==> src/rtl/mult_ctrl_taint_radix.sv <==
// mult_ctrl_taint_radix: radix-2^STEP shift-add multiplier control FSM with abort and taint tracking
//   clk, rst                     clock, synchronous active-high reset
//   start/start_t                begin multiply (IDLE only) and its taint
//   abort/abort_t                cancel in INIT/ADD/SHIFT and its taint
//   mult_bits/mult_bits_t        multiplier register contents and per-bit taint
//   busy, done, md_ld, mr_ld,    control strobes, each with a matching _t taint
//   rs_clear, rs_add, rs_shr
//   add_sel/add_sel_t            current multiplier digit and its per-bit taint
module mult_ctrl_taint_radix #(
   parameter int WIDTH = 8,
   parameter int STEP  = 1
) (
   input  logic             clk,
   input  logic             rst,
   input  logic             start,
   input  logic             start_t,
   input  logic             abort,
   input  logic             abort_t,
   input  logic [WIDTH-1:0] mult_bits,
   input  logic [WIDTH-1:0] mult_bits_t,
   output logic             busy,
   output logic             busy_t,
   output logic             done,
   output logic             done_t,
   output logic             md_ld,
   output logic             md_ld_t,
   output logic             mr_ld,
   output logic             mr_ld_t,
   output logic             rs_clear,
   output logic             rs_clear_t,
   output logic             rs_add,
   output logic             rs_add_t,
   output logic [STEP-1:0]  add_sel,
   output logic [STEP-1:0]  add_sel_t,
   output logic             rs_shr,
   output logic             rs_shr_t
);
   localparam int N  = WIDTH / STEP;
   localparam int KW = (N > 1) ? $clog2(N) : 1;
   if (WIDTH % STEP != 0) begin : g_step_chk
      $error("mult_ctrl_taint_radix: STEP must divide WIDTH");
   end
   typedef enum logic [2:0] {S_IDLE, S_INIT, S_ADD, S_SHIFT, S_FINAL} state_t;
   state_t          r_state, w_next;
   logic [KW-1:0]   r_k, w_k_next;
   logic            r_ctl_t, w_ctl_next;
   logic            w_run;
   logic [STEP-1:0] w_digit, w_digit_t;
   assign w_digit   = STEP'(mult_bits >> (r_k * STEP));
   assign w_digit_t = STEP'(mult_bits_t >> (r_k * STEP));
   assign w_run     = (r_state == S_INIT) || (r_state == S_ADD) || (r_state == S_SHIFT);
   always_ff @(posedge clk) begin
      if (rst) begin
         r_state <= S_IDLE;
         r_k     <= '0;
         r_ctl_t <= 1'b0;
      end else begin
         r_state <= w_next;
         r_k     <= w_k_next;
         r_ctl_t <= w_ctl_next;
      end
   end
   always_comb begin
      w_next     = r_state;
      w_k_next   = r_k;
      w_ctl_next = r_ctl_t;
      busy       = 1'b0;
      busy_t     = 1'b0;
      done       = 1'b0;
      done_t     = 1'b0;
      md_ld      = 1'b0;
      md_ld_t    = 1'b0;
      mr_ld      = 1'b0;
      mr_ld_t    = 1'b0;
      rs_clear   = 1'b0;
      rs_clear_t = 1'b0;
      rs_add     = 1'b0;
      rs_add_t   = 1'b0;
      add_sel    = '0;
      add_sel_t  = '0;
      rs_shr     = 1'b0;
      rs_shr_t   = 1'b0;
      case (r_state)
         S_IDLE: begin
            // start_t accumulates even when start is low: the decision not to start is itself tainted
            w_ctl_next = r_ctl_t | start_t;
            w_next     = start ? S_INIT : S_IDLE;
         end
         S_INIT: begin
            md_ld      = 1'b1;
            md_ld_t    = r_ctl_t;
            mr_ld      = 1'b1;
            mr_ld_t    = r_ctl_t;
            rs_clear   = 1'b1;
            rs_clear_t = r_ctl_t;
            busy       = 1'b1;
            busy_t     = r_ctl_t;
            w_k_next   = '0;
            w_next     = S_ADD;
         end
         S_ADD: begin
            busy      = 1'b1;
            busy_t    = r_ctl_t;
            add_sel   = w_digit;
            add_sel_t = {STEP{r_ctl_t}} | w_digit_t;
            rs_add    = |w_digit;
            rs_add_t  = r_ctl_t | (|w_digit_t);
            w_next    = S_SHIFT;
         end
         S_SHIFT: begin
            busy     = 1'b1;
            busy_t   = r_ctl_t;
            rs_shr   = 1'b1;
            rs_shr_t = r_ctl_t;
            w_next   = (r_k == KW'(N - 1)) ? S_FINAL : S_ADD;
            w_k_next = (r_k == KW'(N - 1)) ? r_k : r_k + KW'(1);
         end
         S_FINAL: begin
            done   = 1'b1;
            done_t = r_ctl_t;
            w_next = S_IDLE;
         end
         default: w_next = S_IDLE;
      endcase
      // abort overrides only the transition; this cycle's strobes above still go out
      if (w_run) begin
         w_ctl_next = r_ctl_t | abort_t;
         w_next     = abort ? S_IDLE : w_next;
         w_k_next   = abort ? '0 : w_k_next;
      end
   end
endmodule

==> config.mk <==
export PLATFORM = sky130hd
export DESIGN_NAME = mult_ctrl_taint_radix
export DESIGN_NICKNAME = d
export VERILOG_FILES = /design/src/rtl/mult_ctrl_taint_radix.sv
export SDC_FILE = /design/constraint.sdc
export NUM_CORES = 1
export LEC_CHECK = 0
export CORE_MARGIN = 4
export CORE_UTILIZATION = 37
export CTS_CLUSTER_DIAMETER = 60
export DETAILED_ROUTE_END_ITERATION = 8
export PLACE_DENSITY_LB_ADDON = 0.12
export SLEW_MARGIN = 20
export SYNTH_ARGS = -nofsm -noshare
export SYNTH_HDL_FRONTEND = slang
export SYNTH_SLANG_ARGS = --single-unit
==> constraint.sdc <==
create_clock -name clk -period 2.8 [get_ports clk]
set_clock_uncertainty 0.15 [all_clocks]
set_input_delay 0.56 -clock clk [delete_from_list [all_inputs] [get_ports clk]]
set_output_delay 0.56 -clock clk [all_outputs]
set_load 0.01 [all_outputs]
# Word-level counts from Yosys, hierarchy flattened

Cells that the tools add are included.

Add/subtract/negate cells: 1
Bitwise logic cells: 3
Mux-type cells: 21
Shifts and indexed selects: 2
Equal/unequal tests: 5
Reduce and logical (&&, ||, !) cells: 5

Operator list:

| kind                                                | number |
|---|---|
| two-way mux 3 bit                                   | 6 |
| right shift 8 x 3 -> 1 bit                          | 2 |
| two-way mux 1 bit                                   | 13 |
| case mux 3 bit (4 select lines)                     | 1 |
| equality test 3 x 2 -> 1 bit, second input constant | 2 |
| equality test 3 bit, second input constant          | 2 |
| case mux 3 bit (2 select lines)                     | 1 |
| adder 3 x 1 -> 3 bit, second input constant         | 1 |
| equality test 3 x 1 -> 1 bit, second input constant | 1 |
| zero test 3 bit                                     | 1 |
| OR 1 bit                                            | 3 |
| OR reduction 3 bit                                  | 1 |
| logical OR 1 bit                                    | 2 |
| nonzero test 2 bit                                  | 1 |

Bits of input ports: 22
Word-level logic and storage cells: 40
Bits in registers: 7
Output and inout bits: 16

# Depth between registers and ports, before layout

Gate-level depths: netlist (run 1).

Depth in word-level cells: 5
Gate-level depth with buffers: 6
Gate-level depth less buffers: 5

# Least setup slack after synthesis (run 1)

OpenSTA, ideal clock, no wires.

Path kind: input port to output port
Start: in mult_bits_t[5]
End: out rs_add_t
Data required time: 2.090 ns
Data arrival time: 1.410 ns
Stages: 4
Slack: 0.680 ns
Cell sequence: mux4_2 > mux2i_1 > a21oi_1 > buf_4

Cells in the longest elaborated chain, start to end: 3

Ends and longest elaborated chain:

| item                       | RTL line | text |
|---|---|---|
| start: declaration         | 20       | `input logic [WIDTH-1:0] mult_bits_t,` |
| right shift 8 x 3 -> 1 bit | 50       | `assign w_digit_t = STEP'(mult_bits_t >> (r_k * STEP));` |
| OR 1 bit                   | --       |  |
| two-way mux 1 bit          | --       |  |
| end: declaration           | 32       | `output logic rs_add_t,` |

No other way between the ends.

# Final worst setup path (run 1)

Start: in mult_bits_t[5]
End: out add_sel_t

Cells in the longest elaborated chain, start to end: 3

Ends and longest elaborated chain:

| item                       | RTL line | text |
|---|---|---|
| right shift 8 x 3 -> 1 bit | 50       |  |
| OR 1 bit                   | 105      | `add_sel_t = {STEP{r_ctl_t}} \| w_digit_t;` |
| two-way mux 1 bit          | 83       | `case (r_state)` |
| end: declaration           | 34       | `output logic [STEP-1:0] add_sel_t,` |

No other way between the ends.

==> results of run 1 <==
## cells in the mapped netlist, drive strengths merged
library cell | count | area (um2)
buf | 9 | 72.56
nor2 | 8 | 40.04
dfxtp | 7 | 140.1
and3 | 6 | 37.54
a21oi | 5 | 25.02
nand2 | 4 | 15.01
and2 | 3 | 18.77
mux2i | 3 | 30.03
mux4 | 3 | 67.56
mux2 | 2 | 22.52
nor3 | 2 | 10.01
nor4 | 2 | 12.51
o21ai | 2 | 10.01
a21o | 1 | 7.510
a31oi | 1 | 6.260
ha | 1 | 12.51
inv | 1 | 3.750
nand2b | 1 | 6.260
nand3 | 1 | 5.000
nand4 | 1 | 6.260
nor2b | 1 | 6.260
nor3b | 1 | 7.510
or2 | 1 | 6.260
## sequential cells by signal, summed over array words and instances (netlist names)
register / cells
r_k: 3
r_ctl_t: 1
r_state: 3
## layer usage
layer / global-route usage / wire [um] / vias to the layer above
met5: 0 / 0 / -
met4: 0.06630 / 17 / 0
met3: 0.03065 / 146 / 2
met2: 0.2594 / 720 / 28
met1: 0.1968 / 656 / 267
li1: - / - / 294
## per-stage QoR
stage                     TNS [ps]  power, uW  hold slack [ps]  setup WS [ps]  area (um2)
after floorplan                  0      144.4            339.3          679.7       569.3
after global placement      -93.83      188.9            390.9         -39.16       893.4
after detailed placement    -196.5      190.0            395.5         -63.65       893.4
after CTS                        0      282.6            413.1          132.7       914.6
after global routing             0      294.2            456.8          67.59       917.1
final                            0      279.5            412.9          143.1       917.1
## kinds of logic (layout without fill, tap and decap cells)
family	count (synthesis)	in the layout	share of synthesized area
muxes	8	8	0.2110
DFF	7	7	0.2461
AOI/OAI and AO/OA	9	9	0.08572
adders and majority gates	1	1	0.02197
buffers and inverters	10	43	0.1340
and+or+nand+nor	31	31	0.3011
## worst min-delay path, delay by kind of cell, from the launching register on
kind | cells | cell delay, ps
AND/OR/NAND/NOR | 2 | 140
flip-flops | 1 | 380
## worst paths after layout
| check | startpoint | to | slack [ps] | depth (start not counted) |
|---|---|---|---|---|
| worst min register to register | r_state[0]$_SDFF_PP0_ | r_state[2]$_SDFF_PP0_ | 410 | 2 |
| worst max-delay path | mult_bits_t[5] | add_sel_t | 140 | 5 |
| worst min-delay path | r_state[0]$_SDFF_PP0_ | r_state[2]$_SDFF_PP0_ | 410 | 2 |
| worst max register to register | r_k[0]$_SDFF_PP0_ | r_k[1]$_SDFF_PP0_ | 1200 | 6 |
## what timing repair did
item | in CTS | in global routing
endpoints found under the setup margin | 4 | 3
cloned | 0 | 0
resized for setup | 4 | 1
pin swaps | 0 | 0
## layout make-up
class,instances,area [um2],share of cell area
sequential,7,140.1,0.1528
inverter,1,3.754,0.004093
timing repair buffer,38,372.9,0.4065
tap,15,18.77,0.02046
clock buffer,4,26.28,0.02865
multi-input combinational,49,355.3,0.3874
## power by group through the flow
stage          clock (uW)  sequential [uW]  combinational, uW
5_1_grt              99.3              110               85.2
4_1_cts              95.4              109               78.2
6_report             92.7              109               77.7
3_3_place_gp            0              111               77.7
3_5_place_dp            0              111               78.8
2_1_floorplan           0              108               36.0
==> results.json, run 1 <==
{
  "status": "complete, no violations",
  "power_switching_uw": 70.15,
  "ys_types": 28,
  "via_per_inst": 5.184,
  "synth-seq-cells": 7,
  "switching_share": 0.2510,
  "crit_chain": "clkdlybuf4s50_1 > mux4_2 > mux2i_1 > a21oi_1 > dlygate4sd2_1",
  "leakagePower_uw": 0.0003653,
  "dr_total_vias": 591,
  "cts.htree.levels": 1,
  "cap_viol_max_count": 0,
  "dr.pass1.iters": 4,
  "io_buffers": 37,
  "crit_arrival_ps": 1950,
  "final_cells": 114,
  "setup_violations": 0,
  "post-route-drc-count": 0,
  "startpoint_type": "primary input",
  "synthToLayoutAreaGrowth_pct": 61.10,
  "avgSynthCellArea_um2": 8.626,
  "timing_hold_violations_final": 0,
  "critPathMaxFanout": 2,
  "worst-setup-path-type": "primary input to primary output",
  "cts_hold_buf": 0,
  "antenna_found_initial": 0,
  "slowest_stage": "mux4_2",
  "clock_power_share": 0.332,
  "wire_per_inst_um": 13.51,
  "clock-sinks": 7,
  "drtAntennaViolNets": 0,
  "fin_util": 0.6712,
  "die_h_um": 47.23,
  "floorplan.initialDensity": 0.4167,
  "hold_path_class": "register to register",
  "end_kind": "primary output",
  "yosysWarnings": 0,
  "min_period_ps": 2657,
  "grt_max_degree": 11,
  "critical_path_required_ps": 2090,
  "ys_seq_area_frac": 0.2462,
  "routed_wl_um": 1540,
  "dp_hpwl_um": 1287,
  "place.gp.congestion": 0.7969,
  "ctsLongestPathBuffers": 2,
  "ios": 38,
  "dieArea_mm2": 0.002230,
  "crit_buf_inv": 2,
  "cts_tree": "done",
  "fmax_mhz": 376.4,
  "numCtsBuffers": 3,
  "grt_overflow_total": 0,
  "power.internal_uw": 209.3,
  "slew_headroom": 0.7405,
  "synthCells": 66,
  "p_per_area_mw_per_mm2": 304.7,
  "combPwrFrac": 0.278,
  "clk_latency_ps": 260,
  "root_buffer": "clkbuf_4",
  "core_area_mm2": 0.001366,
  "post_cts_buffers": 0,
  "nFillCells": 122,
  "synth_nets": 89,
  "crit_path_max_incr_delay_ps": 460,
  "critPathTopFamily": "buffers and inverters",
  "diodes": 0,
  "fin_crit_sh": 0.9489,
  "seqPwrFrac": 0.391,
  "grt_setup_unrepaired": "no",
  "syn_area_um2": 569.3,
  "nets": 123,
  "final_common_cell": "clkdlybuf4s50_1",
  "final_cell_mix": "clkdlybuf4s50_1, dfxtp_1, and3_1, nor2_1, a21oi_1",
  "irDropWorstVdd_mv": 0.2356,
  "clkTransAtPathRegs_ps": 60,
  "gr-usage-all-layers": 0.1570,
  "grt_pass1_wl_um": 2490,
  "dp_cells": 110,
  "rows": 13,
  "timing.final.max_slew_violations": 0,
  "tightestPinTransition_ps": 388.7,
  "die_x_um": 47.23,
  "drive_above_1_share": 0.1111,
  "grt_pass1_vias": 588,
  "drtIter0Drc": 4
}
(Power assumes the default switching activity.)
==> run 2: changes to the inputs <==
HOLD_SLACK_MARGIN = 0.15   (was not set)
==> results of run 2 <==
Same layout as run 1: the final DEF is identical, and so are final timing and power.
